**config.mk**
```make
export PLATFORM = sky130hd
export DESIGN_NAME = approx_mul_arbiter
export DESIGN_NICKNAME = d
export VERILOG_FILES = /design/src/rtl/approx_mul_arbiter.sv
export SDC_FILE = /design/constraint.sdc
export NUM_CORES = 1
export LEC_CHECK = 0
export CORE_MARGIN = 5
export CORE_UTILIZATION = 45
export DETAILED_ROUTE_END_ITERATION = 10
export PLACE_DENSITY_LB_ADDON = 0.25
export SETUP_SLACK_MARGIN = 0.1
export SYNTH_ARGS = -nofsm -noshare
export SYNTH_HDL_FRONTEND = slang
export SYNTH_SLANG_ARGS = --single-unit
export TNS_END_PERCENT = 10
```
**constraint.sdc**
```tcl
create_clock -name clk -period 2.9 [get_ports clk]
set_input_delay 0.58 -clock clk [delete_from_list [all_inputs] [get_ports clk]]
set_output_delay 0.58 -clock clk [all_outputs]
set_load 0.02 [all_outputs]
```
**src/rtl/approx_mul_arbiter.sv**
```systemverilog
// Round-robin front end sharing one external 8x8 approximate multiplier
// between N_REQ requesters, with an in-order credit-controlled result FIFO.
module approx_mul_arbiter #(
   parameter int N_REQ      = 4,
   parameter int FIFO_DEPTH = 4
) (
   input  logic                       clk,
   input  logic                       rst,
   input  logic [N_REQ-1:0]           req_valid,
   output logic [N_REQ-1:0]           req_ready,
   input  logic [8*N_REQ-1:0]         req_x,
   input  logic [8*N_REQ-1:0]         req_y,
   output logic [7:0]                 mul_x,
   output logic [7:0]                 mul_y,
   input  logic [15:0]                mul_z,
   output logic                       rsp_valid,
   input  logic                       rsp_ready,
   output logic [15:0]                rsp_data,
   output logic [$clog2(N_REQ)-1:0]   rsp_id,
   output logic                       busy
);

   localparam int IDW = $clog2(N_REQ);
   localparam int PW  = $clog2(FIFO_DEPTH);
   localparam int CW  = PW + 1;
   localparam logic [CW:0] DEPTH_C = (CW+1)'(FIFO_DEPTH);
   localparam logic [IDW-1:0] LAST_ID = IDW'(N_REQ - 1);

   logic           iss_valid;
   logic [7:0]     iss_x;
   logic [7:0]     iss_y;
   logic [IDW-1:0] iss_id;
   logic [IDW-1:0] rr_ptr;

   logic [15:0]    mem_data [FIFO_DEPTH];
   logic [IDW-1:0] mem_id   [FIFO_DEPTH];
   logic [PW-1:0]  wr_ptr;
   logic [PW-1:0]  rd_ptr;
   logic [PW:0]    fifo_count;

   logic           grant_found;
   logic [IDW-1:0] grant_idx;
   logic [IDW-1:0] j;
   logic [CW:0]    credit_sum;
   logic           credit_ok;
   logic           accept;
   logic [7:0]     sel_x;
   logic [7:0]     sel_y;
   logic           push;
   logic           pop;

   always_comb begin
      grant_found = 1'b0;
      grant_idx   = '0;
      j           = '0;
      for (int k = 0; k < N_REQ; k++) begin
         j = IDW'((int'(rr_ptr) + k) % N_REQ);
         if (!grant_found && req_valid[j]) begin
            grant_found = 1'b1;
            grant_idx   = j;
         end
      end
   end

   // Credit uses only registered state so rsp_ready never reaches req_ready
   assign credit_sum = {1'b0, fifo_count} + {{CW{1'b0}}, iss_valid};
   assign credit_ok  = credit_sum < DEPTH_C;
   assign accept     = grant_found & credit_ok & ~rst;

   always_comb begin
      req_ready = '0;
      if (accept) req_ready[grant_idx] = 1'b1;
   end

   always_comb begin
      sel_x = '0;
      sel_y = '0;
      for (int i = 0; i < N_REQ; i++) begin
         if (IDW'(i) == grant_idx) begin
            sel_x = req_x[8*i +: 8];
            sel_y = req_y[8*i +: 8];
         end
      end
   end

   always_ff @(posedge clk) begin
      if (rst) begin
         iss_valid <= 1'b0;
         iss_x     <= '0;
         iss_y     <= '0;
         iss_id    <= '0;
         rr_ptr    <= '0;
      end else begin
         iss_valid <= accept;
         if (accept) begin
            iss_x  <= sel_x;
            iss_y  <= sel_y;
            iss_id <= grant_idx;
            rr_ptr <= (grant_idx == LAST_ID) ? '0 : grant_idx + 1'b1;
         end
      end
   end

   assign mul_x = iss_x;
   assign mul_y = iss_y;

   assign push      = iss_valid;
   assign rsp_valid = (fifo_count != '0);
   assign pop       = rsp_valid & rsp_ready;

   always_ff @(posedge clk) begin
      if (push && !rst) begin
         mem_data[wr_ptr] <= mul_z;
         mem_id[wr_ptr]   <= iss_id;
      end
   end

   always_ff @(posedge clk) begin
      if (rst) begin
         wr_ptr     <= '0;
         rd_ptr     <= '0;
         fifo_count <= '0;
      end else begin
         if (push) wr_ptr <= wr_ptr + 1'b1;
         if (pop)  rd_ptr <= rd_ptr + 1'b1;
         unique case ({push, pop})
            2'b10:   fifo_count <= fifo_count + 1'b1;
            2'b01:   fifo_count <= fifo_count - 1'b1;
            default: fifo_count <= fifo_count;
         endcase
      end
   end

   assign rsp_data = mem_data[rd_ptr];
   assign rsp_id   = mem_id[rd_ptr];
   assign busy     = iss_valid | rsp_valid;

endmodule
```
==> summary.txt <==
Timing
  – Clock Skew: roughly 13 ps
  – Final min period: between 2000 and 3000 ps
  – Slew headroom: 0.7613
  – Peak Freq: ~0.36 GHz
  – Setup-failing EPs final: 0
  – RSZ-0062 raised after global routing: true
  – Worst Tran Pin Value: roughly 360 ps
  – Fin. Hold Viols: 0
  – Final slew viol count: 0
  – Tcrit/Tclk final: 0.9669

Yosys
  – Mapped Nets: 379
  – Register area share after synthesis: 0.6437
  – Cell accounting for the most synthesized area: edfxtp_1
  – Distinct cells, synth: between 40 and 50
  – Syn. warnings: 0
  – Synth Flop Type: edfxtp_1
  – Number of flops mapped to enable cells by yosys: 72
  – Yosys top cell area share: 0.5038
  – Synthesized area: about 4300 um2
  – Async SR Flop Fraction: 0
  – Largest cells by area after synthesis: edfxtp_1 50%, dfxtp_1 14%, mux4_2 9.4%
  – Cells after Synth: 282
  – Synthesized area per cell: 15.22 um2
  – Register bit total from synthesis: 102

Critical path
  – CP Max Fanout: 3
  – Crit-path leading delay family: buffers and inverters
  – Worst path cell trace: clkdlybuf4s50_1 -> a22o_1 -> a211oi_2 -> buf_4 -> inv_1 -> ha_1 -> and2_1 -> buf_4
  – CP peak stage delay: between 400 and 500 ps
  – Critical Path AT: around 2200 ps
  – CP most frequent cell: buf_4
  – CP Data Required Time: 2320 ps
  – Crit path launch type: input port
  – Crit Path Category: in -> out
  – Cell depth of the worst flop-to-flop path: 11
  – RR Endpoint: mul_y[0]
  – Worst setup startpoint: req_valid[0]
  – R2r setup slk: 440 ps
  – CP bufs+invs: 4
  – Origin of the critical flop-to-flop path: rr_ptr[0]
  – Worst setup EP type: output pin
  – Slowest stage cell, crit path: clkdlybuf4s50_1

Placement
  – Area after DPL: about 5800 um2
  – Placed Cells: approximately 540
  – Post-DP HPWL: 7.133 mm
  – PortBufs: roughly 130
  – GP Congestion: about 0.89

Cells and area
  – Finished Layout Cells: around 560
  – Layout cell share with drive strength beyond 1: 0.1911
  – Final layout net count: between 500 and 600
  – Synth-to-Final Area Change: 40.67%
  – Ant diodes: 0
  – Design Area, Final: about 6000 um2

Route
  – WL met2: between 4 and 5 mm
  – Vias: about 3000
  – # DRC: 0
  – Routed WL: approximately 10 mm
  – Detailed-router iteration count before antenna repair: 4
  – Wirelength per Cell: between 15 and 20 um
  – Detail Route Antenna Nets: 0
  – Vias per cell: approximately 5.4
  – Met3 WL: a little over 900 um
  – Initial DRC count: approximately 130
  – Max Used Layer: met4
  – Met1 WL: a little under 4 mm

Die
  – Starting Density: 0.4623
  – # IOs: approximately 130
  – Die area: about 12000 um2
  – Die height: 107.7 um
  – Core area: a little over 9000 um2
  – Die width: ~110 um
  – Site Rows: 35

Min path
  – Hold crit path type: reg -> reg
  – Min-delay src: mul_x[6]
  – Hold EP: mul_x[6]
  – Hold path cells: 1

Run
  – Max cap viols: 0

Clock tree
  – Setup repair bufs after CTS: 0
  – CTS tree: done
  – Hold buffers post-CTS: 0
  – Clock Pin Slew Worst Setup and Hold Paths: roughly 90 ps
  – Maximum root-to-sink buffer count: 2
  – CTS sink cnt: 102
  – Number of H-tree levels: 3
  – Total CTS buffers: 9
  – Clock Tree Root: clkbuf_8
  – Clock latency at the later pin of the worst-skew pair: roughly 360 ps

Run status
  – Status: complete, no violations

Global route
  – Pin count of the biggest net entering global routing: 35
  – GRT Total Usage: 0.1778
  – Initial antenna violation count: 0
  – Total grt overflow: 0
  – First-pass GRT wire length: around 16 mm
  – Vias in the first global route: 3142

Power and ir drop
  – Power Dens Cells: roughly 800 nW/um2
  – Maximum vdd drop: 0.4938 mV
  – Leakage: between 2 and 2.5 nW
## stage by stage
stage	TNS (ps)	hold WS (ps)	util	setup slack, ps	power, mW
after global placement	-7667	455.9	0.6268	-507.6	4.032
after CTS	0	495.0	0.6462	45.69	4.899
final	0	486.9	0.6503	96.03	4.865
after floorplan	0	459.7	-	118.0	3.183
after detailed placement	-9213	466.9	0.6268	-576.4	4.071
after global routing	0	520.3	0.6503	37.64	5.166
## where the power goes
group | leakage [nW] | switching (mW) | internal, mW
logic | 1.15 | 1.02 | 1.09
registers | 0.903 | 0.135 | 1.79
clock network | 0.0897 | 0.500 | 0.326
## worst max-delay path by stage
stage | endpoint | slack [ps] | depth (start not counted)
after floorplan | req_ready[3] | 120 | 6
after global placement | mul_x[4] | -510 | 11
final | req_ready[0] | 100 | 8
after global routing | req_ready[3] | 40 | 9
after detailed placement | mul_x[4] | -580 | 11
after CTS | req_ready[2] | 50 | 10
## synthesized netlist by cell type (4+ instances only)
library cell	count
dfxtp_1	30
a31o_1	6
nor3_1	13
mux4_2	18
a221oi_1	16
o21ai_0	5
o22ai_1	16
nand2b_1	4
a31o_2	9
a21oi_1	5
ha_1	9
nor2_1	11
clkbuf_1	6
buf_2	7
inv_1	14
edfxtp_1	72
and3_1	4
## cells in the final DEF (no fill, tap or decap), types with 3 or more instances in the layout
master and instances:
clkdlybuf4s50_1 119, edfxtp_1 72, dfxtp_1 30, buf_4 22
mux4_2 18, a221oi_1 16, o22ai_1 15, inv_1 13
nor3_1 13, nor2_1 11, a31o_2 9, ha_1 9
clkbuf_8 9, a31o_1 6, o21ai_0 5, and3_1 4
a21oi_1 3, nand2b_1 3, or3_1 3, nand2_1 3
nand3_1 3, xor2_1 3, dlymetal6s2s_1 3
## sequential cells by signal, summed over array words and instances (netlist names), named ones only
name,cells
rd_ptr,2
mul_y,8
mem_id,8
fifo_count,3
iss_id,2
mul_x,8
iss_valid,1
rr_ptr,2
wr_ptr,2
mem_data,64
## logic make-up (layout without fill, tap and decap cells)
group,after synthesis,after routing,share of synthesized area
DFF,102,102,0.6437
AOI/OAI and AO/OA,65,65,0.1227
and+or+nand+nor,47,47,0.05743
buffers and inverters,34,181,0.03819
muxes,19,19,0.09679
adders and majority gates,10,10,0.03090
xor gates and xnor gates,5,5,0.01021
## repair_timing
action | 4_1_cts | 5_1_grt
resized for setup | 18 | 11
pin swaps | 1 | 1
endpoints found under the setup margin | 19 | 37
## layout make-up
| class | count | area (um2) |
|---|---|---|
| Clock buffer | 9 | 123.9 |
| Clock inverter | 6 | 56.30 |
| Fill cell | 697 | 3247 |
| Inverter | 15 | 56.30 |
| Multi-Input combinational cell | 146 | 1399 |
| Sequential cell | 102 | 2763 |
| Tap cell | 129 | 161.4 |
| Timing Repair Buffer | 151 | 1478 |
## worst register-to-register path, stage by stage, from the launching register on
cell	delay (ps)
dfxtp_1	360
inv_1	90
a22o_1	230
a211oi_2	220
buf_4	160
inv_1	50
ha_1	230
or2_1	270
buf_12	160
a221oi_1	300
nor3_2	80
a31o_2	220
## layer usage
layer | vias to the layer above | global-route usage
met1 | 1439 | 0.2105
met4 | 0 | 0.07484
met2 | 130 | 0.2891
li1 | 1407 | -
met5 | - | 0
met3 | 21 | 0.06899
No activity file was read; power rests on OpenSTA's default activity.
